**src/rtl/esd_pkg.sv**
```systemverilog
// Shared constants and state encoding for the emergency-shutdown sequencer.
package esd_pkg;

  localparam int NUM_CH = 4;
  localparam int CNT_W  = 16;

  typedef enum logic [2:0] {
    ST_SAFE     = 3'd0,
    ST_STARTUP  = 3'd1,
    ST_RUN      = 3'd2,
    ST_SHUTDOWN = 3'd3,
    ST_VERIFY   = 3'd4,
    ST_FAULT    = 3'd5
  } state_t;

  // Timer terminal value: done asserts on the N-th cycle after a clear.
  function automatic logic [CNT_W-1:0] term_of(input int cycles);
    return CNT_W'(cycles - 1);
  endfunction

endpackage

```
**src/rtl/stage_timer.sv**
```systemverilog
// Saturating up-counter with synchronous clear and a programmable terminal compare.
module stage_timer
  import esd_pkg::*;
#(
  parameter int W = CNT_W
) (
  input  logic         clk,
  input  logic         rst_n,
  input  logic         clr_i,
  input  logic [W-1:0] term_i,
  output logic         done_o
);

  logic [W-1:0] cnt_q;
  logic [W-1:0] cnt_d;

  always_comb begin
    cnt_d = cnt_q;
    if (clr_i) begin
      cnt_d = '0;
    end else if (cnt_q != {W{1'b1}}) begin
      cnt_d = cnt_q + W'(1);
    end
  end

  always_ff @(posedge clk) begin
    if (!rst_n) begin
      cnt_q <= '0;
    end else begin
      cnt_q <= cnt_d;
    end
  end

  assign done_o = (cnt_q >= term_i);

endmodule

```
**src/rtl/shutdown_sequencer.sv**
```systemverilog
// Staged energize/de-energize sequencer for four ESD output channels with
// feedback verification and latched fault requiring operator acknowledge.
module shutdown_sequencer
  import esd_pkg::*;
#(
  parameter int STAGE_DLY  = 16,
  parameter int FB_TIMEOUT = 64
) (
  input  logic              clk,
  input  logic              rst_n,
  input  logic              trip,
  input  logic              ack_pulse,
  input  logic [NUM_CH-1:0] fb,
  output logic [NUM_CH-1:0] en,
  output logic              shutdown,
  output logic              busy,
  output logic              fault,
  output logic [2:0]        state
);

  localparam logic [CNT_W-1:0] STG_TERM = term_of(STAGE_DLY);
  localparam logic [CNT_W-1:0] FB_TERM  = term_of(FB_TIMEOUT);

  state_t            state_q, state_d;
  logic [NUM_CH-1:0] en_q, en_d;
  logic [2:0]        step_q, step_d;
  logic              sd_q, sd_d;
  logic              busy_q, busy_d;
  logic              fault_q, fault_d;
  logic              tmr_clr, tmr_done;
  logic [CNT_W-1:0]  tmr_term;
  logic              fire;
  logic              fb_all, fb_any, rearm;
  logic [1:0]        dn_idx;

  assign fb_all   = &fb;
  assign fb_any   = |fb;
  assign rearm    = ack_pulse && !trip && fb_all;
  // First step of a sequence happens immediately; later steps wait for the timer.
  assign fire     = (step_q == 3'd0) || tmr_done;
  assign dn_idx   = 2'd3 - step_q[1:0];
  assign tmr_term = (state_q == ST_VERIFY) ? FB_TERM : STG_TERM;
  assign tmr_clr  = (state_d != state_q) || (step_d != step_q);

  stage_timer #(.W(CNT_W)) u_timer (
    .clk    (clk),
    .rst_n  (rst_n),
    .clr_i  (tmr_clr),
    .term_i (tmr_term),
    .done_o (tmr_done)
  );

  always_ff @(posedge clk) begin
    if (!rst_n) begin
      state_q <= ST_SAFE;
      en_q    <= '0;
      step_q  <= '0;
      sd_q    <= 1'b1;
      busy_q  <= 1'b0;
      fault_q <= 1'b0;
    end else begin
      state_q <= state_d;
      en_q    <= en_d;
      step_q  <= step_d;
      sd_q    <= sd_d;
      busy_q  <= busy_d;
      fault_q <= fault_d;
    end
  end

  always_comb begin
    state_d = state_q;
    en_d    = en_q;
    step_d  = step_q;
    case (state_q)
      ST_SAFE: begin
        en_d = '0;
        if (rearm) state_d = ST_STARTUP;
      end
      ST_STARTUP: begin
        if (trip) begin
          state_d = ST_SHUTDOWN;
        end else if (fire) begin
          if (step_q == 3'd4) begin
            state_d = ST_RUN;
          end else begin
            en_d[step_q[1:0]] = 1'b1;
            step_d            = step_q + 3'd1;
          end
        end
      end
      ST_RUN: begin
        en_d = '1;
        if (trip || fb_any) state_d = ST_SHUTDOWN;
      end
      // Trip is not consulted here: a started shutdown always runs to completion.
      ST_SHUTDOWN: begin
        if (fire) begin
          en_d[dn_idx] = 1'b0;
          step_d       = step_q + 3'd1;
          if (step_q == 3'd3) state_d = ST_VERIFY;
        end
      end
      ST_VERIFY: begin
        en_d = '0;
        if (fb_all) begin
          state_d = ST_SAFE;
        end else if (tmr_done) begin
          state_d = ST_FAULT;
        end
      end
      ST_FAULT: begin
        en_d = '0;
        if (rearm) state_d = ST_SAFE;
      end
      default: begin
        state_d = ST_SAFE;
        en_d    = '0;
      end
    endcase
    if (state_d != state_q) step_d = '0;
  end

  always_comb begin
    sd_d    = (state_d != ST_RUN);
    busy_d  = (state_d == ST_STARTUP) || (state_d == ST_SHUTDOWN) || (state_d == ST_VERIFY);
    fault_d = (state_d == ST_FAULT);
  end

  assign en       = en_q;
  assign shutdown = sd_q;
  assign busy     = busy_q;
  assign fault    = fault_q;
  assign state    = state_q;

endmodule
```
**config.mk**
```make
export PLATFORM = sky130hd
export DESIGN_NAME = shutdown_sequencer
export DESIGN_NICKNAME = d
export VERILOG_FILES = /design/src/rtl/esd_pkg.sv /design/src/rtl/stage_timer.sv /design/src/rtl/shutdown_sequencer.sv
export SDC_FILE = /design/constraint.sdc
export NUM_CORES = 1
export LEC_CHECK = 0
export BUFFER_PORTS_ARGS = -buffer_cell sky130_fd_sc_hd__buf_4
export CAP_MARGIN = 30
export CORE_ASPECT_RATIO = 0.7
export CORE_MARGIN = 4
export CORE_UTILIZATION = 55
export CTS_CLUSTER_SIZE = 8
export DETAILED_ROUTE_END_ITERATION = 12
export GPL_TIMING_DRIVEN = 0
export PLACE_DENSITY = 0.72
export SLEW_MARGIN = 20
export SYNTH_ARGS = -nofsm -noshare
export SYNTH_HDL_FRONTEND = slang
export SYNTH_SLANG_ARGS = --single-unit
```
**constraint.sdc**
```tcl
create_clock -name clk -period 3 [get_ports clk]
set_input_delay 0.3 -clock clk [delete_from_list [all_inputs] [get_ports clk]]
set_output_delay 0.3 -clock clk [all_outputs]
set_load 0.02 [all_outputs]
```
# --- Word level (Yosys, flattened, before mapping) ---
# Cells that the tools add are included.
op_classes:
  addsub: 3
  order_cmp: 5
  eq_ne: 19
  mux: 27
  bitwise: 4
  reduce_logical: 16
ops:
  columns: ["op", "count"]
  rows:
  - ["3-bit 2-to-1 mux", 15]
  - ["3-bit case mux with 6 select lines", 1]
  - ["16-bit by 1-bit adder with 16-bit output (second input constant)", 1]
  - ["16-bit by 6-bit greater-or-equal comparator with 1-bit output", 1]
  - ["4-bit 2-to-1 mux", 4]
  - ["16-bit inequality test (second input constant)", 1]
  - ["3-bit equality test (second input constant)", 5]
  - ["3-bit by 2-bit equality test with 1-bit output (second input constant)", 4]
  - ["4-bit case mux with 3 select lines", 1]
  - ["2-bit inequality test (second input constant)", 4]
  - ["4-bit AND reduction", 2]
  - ["3-bit by 1-bit equality test with 1-bit output (second input constant)", 2]
  - ["3-bit logical NOT", 2]
  - ["2-bit by 3-bit < comparator with 1-bit output (second input constant)", 2]
  - ["6-bit 2-to-1 mux", 1]
  - ["3-bit inequality test", 2]
  - ["3-bit case mux with 2 select lines", 1]
  - ["1-bit logical OR", 5]
  - ["4-bit AND", 1]
  - ["1-bit demux with 2-bit select", 2]
  - ["2-bit by 1-bit greater-or-equal comparator with 1-bit output (second input constant)", 2]
  - ["1-bit logical AND", 4]
  - ["4-bit inverter", 1]
  - ["4-bit OR", 1]
  - ["other kinds (8)", 9]
word_totals:
  ff_bits: 29
  in_bits: 8
  output_inout_bits: 10
  elab_cells: 81

# --- Longest topological paths before layout ---
# Gate-level depths: netlist of run 1.
logic_depth:
  depth_word: 12
  depth_mapped: 12

# --- Modules after synthesis ---
# Synthesis of run 1 repeated with hierarchy kept, for this count alone.
unflattened:
  hier_cells: 267
  area_unflattened_um2: 2133.3
by_module_without_submodules:
  columns: ["module", "instances", "cells_per_inst", "area_per_inst_um2"]
  rows:
  - ["stage_timer", 1, 155, 1261.2]
  - ["shutdown_sequencer", 1, 112, 872.1]

# --- Least setup slack after synthesis of run 1 ---
# OpenSTA, ideal clock, no wires.
synth_timing:
  kind: "reg-to-reg"
  start: "reg state_q[0] (netlist: state[0])"
  end: "reg u_timer.cnt_q[13]"
  setup_time_ns: 0.066
  arrival_ns: 2.656
  slack_ns: 0.278
  stages_incl_launch_ff: 13
  synth_period_minus_slack_ns: 2.722
  path_cell_list: "dfxtp_1 bufbuf_16 clkbuf_1 nor2_1 nand2_1 ha_1 a41oi_1 o2111a_2 nor4_2 nor4b_4 nand3_2 buf_6 a21oi_2"
synth_via:
  elab_chain_cells: 12
synth_rtl:
  columns: ["element", "line_no", "source"]
  rows:
  - ["start, declared", "shutdown_sequencer.sv:24", "state_t state_q, state_d;"]
  - ["start signal, assigned", "shutdown_sequencer.sv:62", "state_q <= state_d;"]
  - ["3-bit equality test", "shutdown_sequencer.sv:42, shutdown_sequencer.sv:75", null]
  - ["6-bit 2-to-1 mux", "shutdown_sequencer.sv:42", "assign tmr_term = (state_q == ST_VERIFY) ? FB_TERM : STG_TERM;"]
  - ["16-bit by 6-bit greater-or-equal comparator with 1-bit output", "stage_timer.sv:34", "assign done_o = (cnt_q >= term_i);"]
  - ["1-bit logical OR", "shutdown_sequencer.sv:40", "assign fire = (step_q == 3'd0) || tmr_done;"]
  - ["3-bit 2-to-1 mux", "shutdown_sequencer.sv:83", "end else if (fire) begin"]
  - ["3-bit 2-to-1 mux", "shutdown_sequencer.sv:81", "if (trip) begin"]
  - ["3-bit case mux with 6 select lines", "shutdown_sequencer.sv:75", "case (state_q)"]
  - ["3-bit inequality test", "shutdown_sequencer.sv:43, shutdown_sequencer.sv:121", null]
  - ["3-bit 2-to-1 mux", "shutdown_sequencer.sv:121", "if (state_d != state_q) step_d = '0;"]
  - ["3-bit inequality test", "shutdown_sequencer.sv:43", "assign tmr_clr = (state_d != state_q) || (step_d != step_q);"]
  - ["1-bit logical OR *", "shutdown_sequencer.sv:43", null]
  - ["2-bit OR reduction (no source line) *", null, null]
  - ["end signal, assigned", "stage_timer.sv:30", "cnt_q <= cnt_d;"]
  - ["end, declared", "stage_timer.sv:14", "logic [W-1:0] cnt_q;"]
# Mark *: on every way between the ends. The rest lies on a longest branch, timed or not.
# A chain may end at the register's enable or synchronous reset.

# --- Final worst setup path of run 1 ---
layout_timing:
  start: "reg state_q[0] (netlist: state[0])"
  end: "reg u_timer.cnt_q[6]"
# Same word-level chain as after synthesis.

==> results of run 1 <==
## per-layer routing
layer	vias up	GRT usage, %	wire (µm)	share of wire [%]
met1	779	28.56	2107	50
li1	820	-	-	-
met5	-	0	0	0
met3	6	5.609	236	5.6
met4	0	9.137	47	1.1
met2	49	28.41	1799	43
## power by group
group / switching [mW] / leakage (nW) / internal [mW]
clock: 0.139 / 0.0395 / 0.164
combinational: 0.0258 / 0.512 / 0.0214
sequential: 0.00567 / 0.234 / 0.390
## cell usage after synthesis, drive strengths merged (2+ instances only)
cell     count
nand4        6
inv          7
a21oi       15
clkbuf       4
nor2b       11
and4         2
o31a         2
o2111ai      2
a211oi       4
and2         2
a311oi       2
nand2b       4
nor3         6
nor4         6
a31oi        3
xnor2        6
mux2i        4
nand3       11
o21ai        9
buf          2
nor2        25
dfxtp       29
or2          3
o21bai       2
xor2         2
and3         3
or2b         2
a21o         4
ha           8
nand2       18
## cell type report
cell class / instances / area, µm²
buffer: 5 / 82.58
tap: 38 / 47.55
fill: 273 / 1092
sequential: 29 / 580.6
timing repair buffer: 16 / 120.1
clock buffer: 8 / 80.08
multi-input combinational: 172 / 1161
inverter: 7 / 26.28
## path summary, 6_finish.rpt
path,start,to,slack (ns),cells after the start
worst min register to register,en[2],en[2],0.48,2
worst min-delay path,rst_n,en[0],0.30,2
worst max register to register,state[0],u_timer.cnt_q[6],0.25,11
worst max-delay path,state[0],u_timer.cnt_q[6],0.25,11
## sequential cells by signal, indices dropped and copies added, names as in the netlist
register and flops:
state 3, fault 1, busy 1, en 4, step_q 3, shutdown 1
u_timer.cnt_q 16
## stage by stage
step                      worst slack, ns  setup TNS [ns]  utilization (%)
after global placement            0.04209               0            63.49
after detailed placement         -0.05926         -0.4141            63.49
after CTS                          0.2745               0            65.76
final                              0.2473               0            65.76
after floorplan                    0.2782               0                -
after global routing              0.05552               0            65.76
## worst max-delay path, stage by stage, from the launching register on
cell and delay (ns):
sky130_fd_sc_hd__dfxtp_1 0.31, sky130_fd_sc_hd__bufbuf_16 0.28, sky130_fd_sc_hd__nor2_1 0.13, sky130_fd_sc_hd__nand2_1 0.10
sky130_fd_sc_hd__ha_1 0.28, sky130_fd_sc_hd__a41oi_1 0.28, sky130_fd_sc_hd__o2111a_2 0.34, sky130_fd_sc_hd__a21oi_1 0.14
sky130_fd_sc_hd__nor4b_4 0.26, sky130_fd_sc_hd__nand3_2 0.23, sky130_fd_sc_hd__buf_6 0.23, sky130_fd_sc_hd__nor2_2 0.11
## logic make-up after synthesis
kind of cell    after synthesis  synth area share, %
simple gates                101                32.66
mux                           4                2.155
xor+xnor                      8                3.771
buf+inv                      14                6.263
fa+ha+maj                     8                5.387
compound gates               51                18.52
flops                        29                31.25
==> impl_summary.md, run 1 <==
Status
The run finished with clean final reports.

Floorplanning
The die outline height is 56.63 µm. The count of pins on the block boundary is 18. After floorplanning, the core was sized to cover 3191 µm². The die covers approximately 4400 µm².

Once the floorplan was initialized, standard cells occupied 58.24% of the core. From left edge to right edge, the die measures 77.47 µm. The placement row count is 17.

Worst setup path
The required time at the worst-slack endpoint is 3.22 ns. STA classifies the critical path endpoint as a flop. For the worst setup path, the data arrival time is 2.98 ns. STA classifies the critical path startpoint as a flop. In this run the worst path has a maximum fanout of 17.

By startpoint and endpoint, the worst setup path is classified as reg -> reg.

Route
The routed via count is 1654. The first TritonRoute pass finished after 4 iterations. The final layout contains routed wiring with a total length of approximately 4.2 mm.

The detailed router finished its first iteration with roughly 170 violations. The average routed wire per standard cell is 15.24 µm. After detailed routing, the number of vias per cell comes to 6.015. For this run, design rule violations remaining after detail routing come to 0.

In this run the remaining antenna-violating nets after routing total 0.

Finish
The finished cells cover 2098 µm². The repair_antennas step left the layout with diodes totalling 0. The library cells used most frequently in the layout, excluding fill and tap cells, are sky130_fd_sc_hd__dfxtp_1 (29), sky130_fd_sc_hd__nand2_1 (18), sky130_fd_sc_hd__nor2_1 (17). In the final layout, the share of cells above drive strength 1 is 22.36%. The final cell count without fillers is 275. After the last flow step, the layout net total stands at 252.

Relative to the synthesized area, the layout overhead comes to 12.93%. The library cell used most frequently in the layout, excluding fill and tap cells, is sky130_fd_sc_hd__dfxtp_1.

Logic synthesis
The primary flip-flop cell chosen by synthesis mapping is sky130_fd_sc_hd__dfxtp_1. In the post-synthesis netlist, the biggest area contributors are sky130_fd_sc_hd__dfxtp_1 (31%), sky130_fd_sc_hd__ha_1 (5.4%), sky130_fd_sc_hd__nor2b_1 (3.7%). The synthesized design contains 0 enable-type register cells. The cell type with the largest total area after synthesis is sky130_fd_sc_hd__dfxtp_1. Counting flops and latches in the post-synthesis netlist gives 29. Of the synthesized area, sequential elements account for 31.25%. The net count of the mapped netlist is 231. The synthesized instance count is roughly 220. In this run the biggest area consumer among cell types represents 31.25% of the synthesized area. Averaged over all synthesized cells, the footprint is 8.642 µm². The share of synthesized flip-flops with an asynchronous set or reset is 0%. The post-synthesis instance area is 1858 µm².

Yosys printed 0 warnings. After synthesis, the netlist uses 50 different library cells.

CTS
The number of hold buffers added after CTS was 0. The post-CTS repair timing setup buffer count is 0. The CTS buffer count is 5.

The post-CTS resize count is 0. The clock network latency to the later pin of the worst-skew pair is 0.28 ns. In this run the clock root is driven by a sky130_fd_sc_hd__clkbuf_8. The clock tree from TritonCTS is yes. Clock-pin slew was measured on the worst setup and hold paths at 0.06 ns. No sink is reached through more buffers than the 2 on the longest clock path. For this design, the sink count on the clock tree is 29. The H-tree was split into 2 levels.

Placed design
The placed cell count is ~270. The congestion estimate from routability-driven global placement came to 0.8885. The number of I/O port buffers is 16. The post-detailed-placement half-perimeter wirelength is 3.173 mm. In this run the cell area measured after placement is about 2000 µm².

Global routing
The first global-routing pass estimated 7.038 mm of wire. Global routing consumed, over all layers together, 20.24% of the routing resources. Entering global routing, the biggest net connects 20 pins.

The number of global-route vias before repair came to 1521. The global route total overflow is 0. The number of antenna violations at the first check in global routing is 0.

Timing
The final count of pins violating max slew is 0. For the pin with the worst max-slew slack, the measured transition is ~0.45 ns. For this run, the top clock speed supported by timing is 0.3633 GHz. Measured against its own limit, the worst slew margin works out to 69.71%. The final worst hold slack is 0.3016 ns.

The final-report setup violation count is 0. The setup skew after layout is 0.008149 ns. The hold violation count in the final report is 0. Dividing the final minimum period by the clock period gives 91.76%.

The final critical path time including I/O delays and setup is 2.753 ns. Setup repair after global routing left no endpoint under its margin.

Worst hold path
The tightest min-delay check is of the in -> reg type.

Power
Summing internal, switching and leakage power gives 745.5 µW. The worst-case IR drop observed on VDD is roughly 0.23 mV. Dividing total power by cell area gives a power density of 355.3 nW/µm². In this run the static leakage power is 0.7857 nW.

Flow run
The count of maximum capacitance violations is 0.
Power figures use the tool's default switching activity.
==> inputs of run 2 (changes only) <==
Settings changed: PLACE_DENSITY 0.72 to 0.75.
==> impl_summary.md, run 2 (synthesized netlist as in run 1, its figures left out) <==
Placed design
Buffers placed on the I/O ports in this run total 16. The placed instances occupy a cell area of 2026 µm². The post-detailed-placement half-perimeter wirelength is ~3.2 mm. The congestion estimate from routability-driven global placement came to between 0.8 and 0.9. The placed cell count is 269.

Floorplanning
The die area is 4387 µm². The placement row count is 17. The width of the chip is 77.47 µm.

The area of the core region is around 3200 µm². The initial utilization of the core area, before any placement, comes to 58.24%. The die outline height is 56.63 µm.

The count of pins on the block boundary is 18.

Finish
The fraction of layout instances using a drive strength above 1 is 23.21%. The relative area change from synthesis to final layout is 13.06%. In the layout the commonest cells are sky130_fd_sc_hd__dfxtp_1 (29), sky130_fd_sc_hd__nand2_1 (18), sky130_fd_sc_hd__nor2_1 (17).

The final cell count without fillers is 275. The library cell used most frequently in the layout, excluding fill and tap cells, is sky130_fd_sc_hd__dfxtp_1. The net count of the finished layout is 252. Summing all non-filler instances in the final layout gives an area of ~2100 µm². The register with the most flip-flops is u_timer.cnt_q. The register with the most flip-flops in the layout has 16 of them. 0 antenna diodes ended up in the layout.

Timing
The hold violation count in the final report was 0. The setup skew after layout is ~0.0057 ns. The total negative slack is 0 ns. The final count of pins violating max slew came to 0. The final critical path time including I/O delays and setup is 2.787 ns.

Setup violations remaining at the end of the flow were counted as 0. Setup repair after global routing left no endpoint under its margin. The share of the clock period used by the worst path is 92.89%.

At the pin with the least slew margin, the transition time is 0.4560 ns. Timing would allow up to 0.3588 GHz. The worst relative slew slack is 69.54%.

Power
The worst IR drop on VDD is 0.3068 mV. Power spread over the standard cell area amounts to 360.7 nW/µm². For this design the static power due to leakage is between 0.7 and 0.8 nW.

Route
The total wirelength of the detailed-routed design is slightly above 4 mm. The first-pass iteration count of the detailed router is 4. The count of nets left with antenna violations once routing finished came out at 0.

The routed via count is 1617. After detailed routing, the average wire length per cell comes to 14.87 µm. The count of unresolved DRC violations after routing is 0. Using the TritonRoute via totals, the vias-per-cell ratio works out to 5.880.

The initial DRC count is 118.

Worst hold path
The worst hold-check path type is in -> reg. In this run the most critical hold path is launched from rst_n. The number of cells traversed by the worst hold path is 2. The end point of the worst hold path is en[0].

CTS
The post-CTS resize count is 0. The maximum root-to-sink buffer count is 2. The deepest level of the CTS H-tree is 2. The post-CTS repair timing setup buffer count is 0. The TritonCTS sink count is 29.

The clock transition at the registers of the reported paths is approximately 0.070 ns. The CTS buffer count is 5. The clock network latency to the later pin of the worst-skew pair is 0.29 ns. Clock tree synthesis selected as its root buffer the cell sky130_fd_sc_hd__clkbuf_8. The clock tree from TritonCTS is yes.

Global routing
The maximum number of pins on one net before global-route repair is 20. The number of global-route vias before repair is approximately 1500. The number of antenna violations at the first check in global routing was 0. The first global-routing pass estimated 7.307 mm of wire. Global routing used between 20% and 30% of the available tracks. The global route total overflow is 0.

Worst setup path
STA puts the critical path data required time at 3.18 ns. The worst setup path is launched from a flop. The number of cell instances on the worst register-to-register path is 11. The reg-to-reg critical path endpoint is u_timer.cnt_q[10].

The worst-case register-to-register setup slack is 0.21 ns. The critical path start-end classification is reg -> reg. STA classifies the critical path endpoint as a flop. For the worst setup path, the data arrival time is 2.97 ns. The startpoint of the worst-slack reg-to-reg timing path is state[1]. The maximum fanout along the worst path is 19.

Status
The flow ran to the end, and the final reports show no timing, DRC or antenna violations.

Flow run
The count of maximum capacitance violations is 0.
==> run 2: cell count changes in the layout (fill, tap and decap cells not counted), sizes merged <==
| cell | delta |
|---|---|
| clkbuf | -2 |
| clkinv | +2 |
==> run 2: power by group <==
part	internal [mW]	switching [mW]	total, mW
sequential	0.389	0.00542	0.395
combinational	0.0212	0.0252	0.0464
clock	0.160	0.156	0.317
==> run 2: worst max-delay path by stage <==
stage               depth (start not counted)  startpoint                end
floorplan                                  12    state[0]  u_timer.cnt_q[13]
global placement                           12    state[1]   u_timer.cnt_q[1]
detailed placement                         12    state[1]   u_timer.cnt_q[4]
CTS                                        11    state[1]   u_timer.cnt_q[4]
global route                               11    state[1]   u_timer.cnt_q[4]
finish                                     11    state[1]  u_timer.cnt_q[10]
==> run 2: timing repair <==
item,in CTS,in global routing
endpoints found under the hold margin,0,0
setup endpoints to repair,16,0
hold buffers,0,0
==> run 2: area by class of cell <==
type	instances	area (µm²)
sequential	29	580.6
clock inverter	2	10.01
multi-input combinational	172	1161
timing repair buffer	16	120.1
inverter	7	26.28
fill	261	1090
buffer	5	82.58
clock buffer	6	72.57
tap	38	47.55
==> run 2: worst max-delay path, cell delays in order (launching register included) <==
cell	delay [ns]
sky130_fd_sc_hd__dfxtp_1	0.40
sky130_fd_sc_hd__buf_6	0.20
sky130_fd_sc_hd__nor2_1	0.11
sky130_fd_sc_hd__nand2_1	0.10
sky130_fd_sc_hd__ha_1	0.29
sky130_fd_sc_hd__a41oi_1	0.15
sky130_fd_sc_hd__o2111a_2	0.36
sky130_fd_sc_hd__o21ai_0	0.26
sky130_fd_sc_hd__nand4_1	0.28
sky130_fd_sc_hd__nand3_2	0.26
sky130_fd_sc_hd__buf_6	0.20
sky130_fd_sc_hd__nor2_2	0.05
==> run 2: per-stage QoR <==
step / worst slack [ns] / hold slack, ns / util [%] / total power [mW]
after floorplan: 0.2782 / 0.4884 / - / 0.4338
after global placement: 0.01272 / 0.4600 / 63.49 / 0.4486
after detailed placement: -0.05686 / 0.4739 / 63.49 / 0.4498
after CTS: 0.2308 / 0.3039 / 65.84 / 0.7567
after global routing: 0.03195 / 0.3136 / 65.84 / 0.7837
final: 0.2133 / 0.2986 / 65.84 / 0.7578
==> run 2: metal layers <==
metal / vias to the layer above / share of wire [%] / global-route usage (%)
met4: 0 / 1.2 / 5.838
met3: 7 / 7.0 / 5.288
met2: 52 / 43 / 32.35
met1: 738 / 48 / 28.25
met5: - / 0 / 0
li1: 820 / - / -
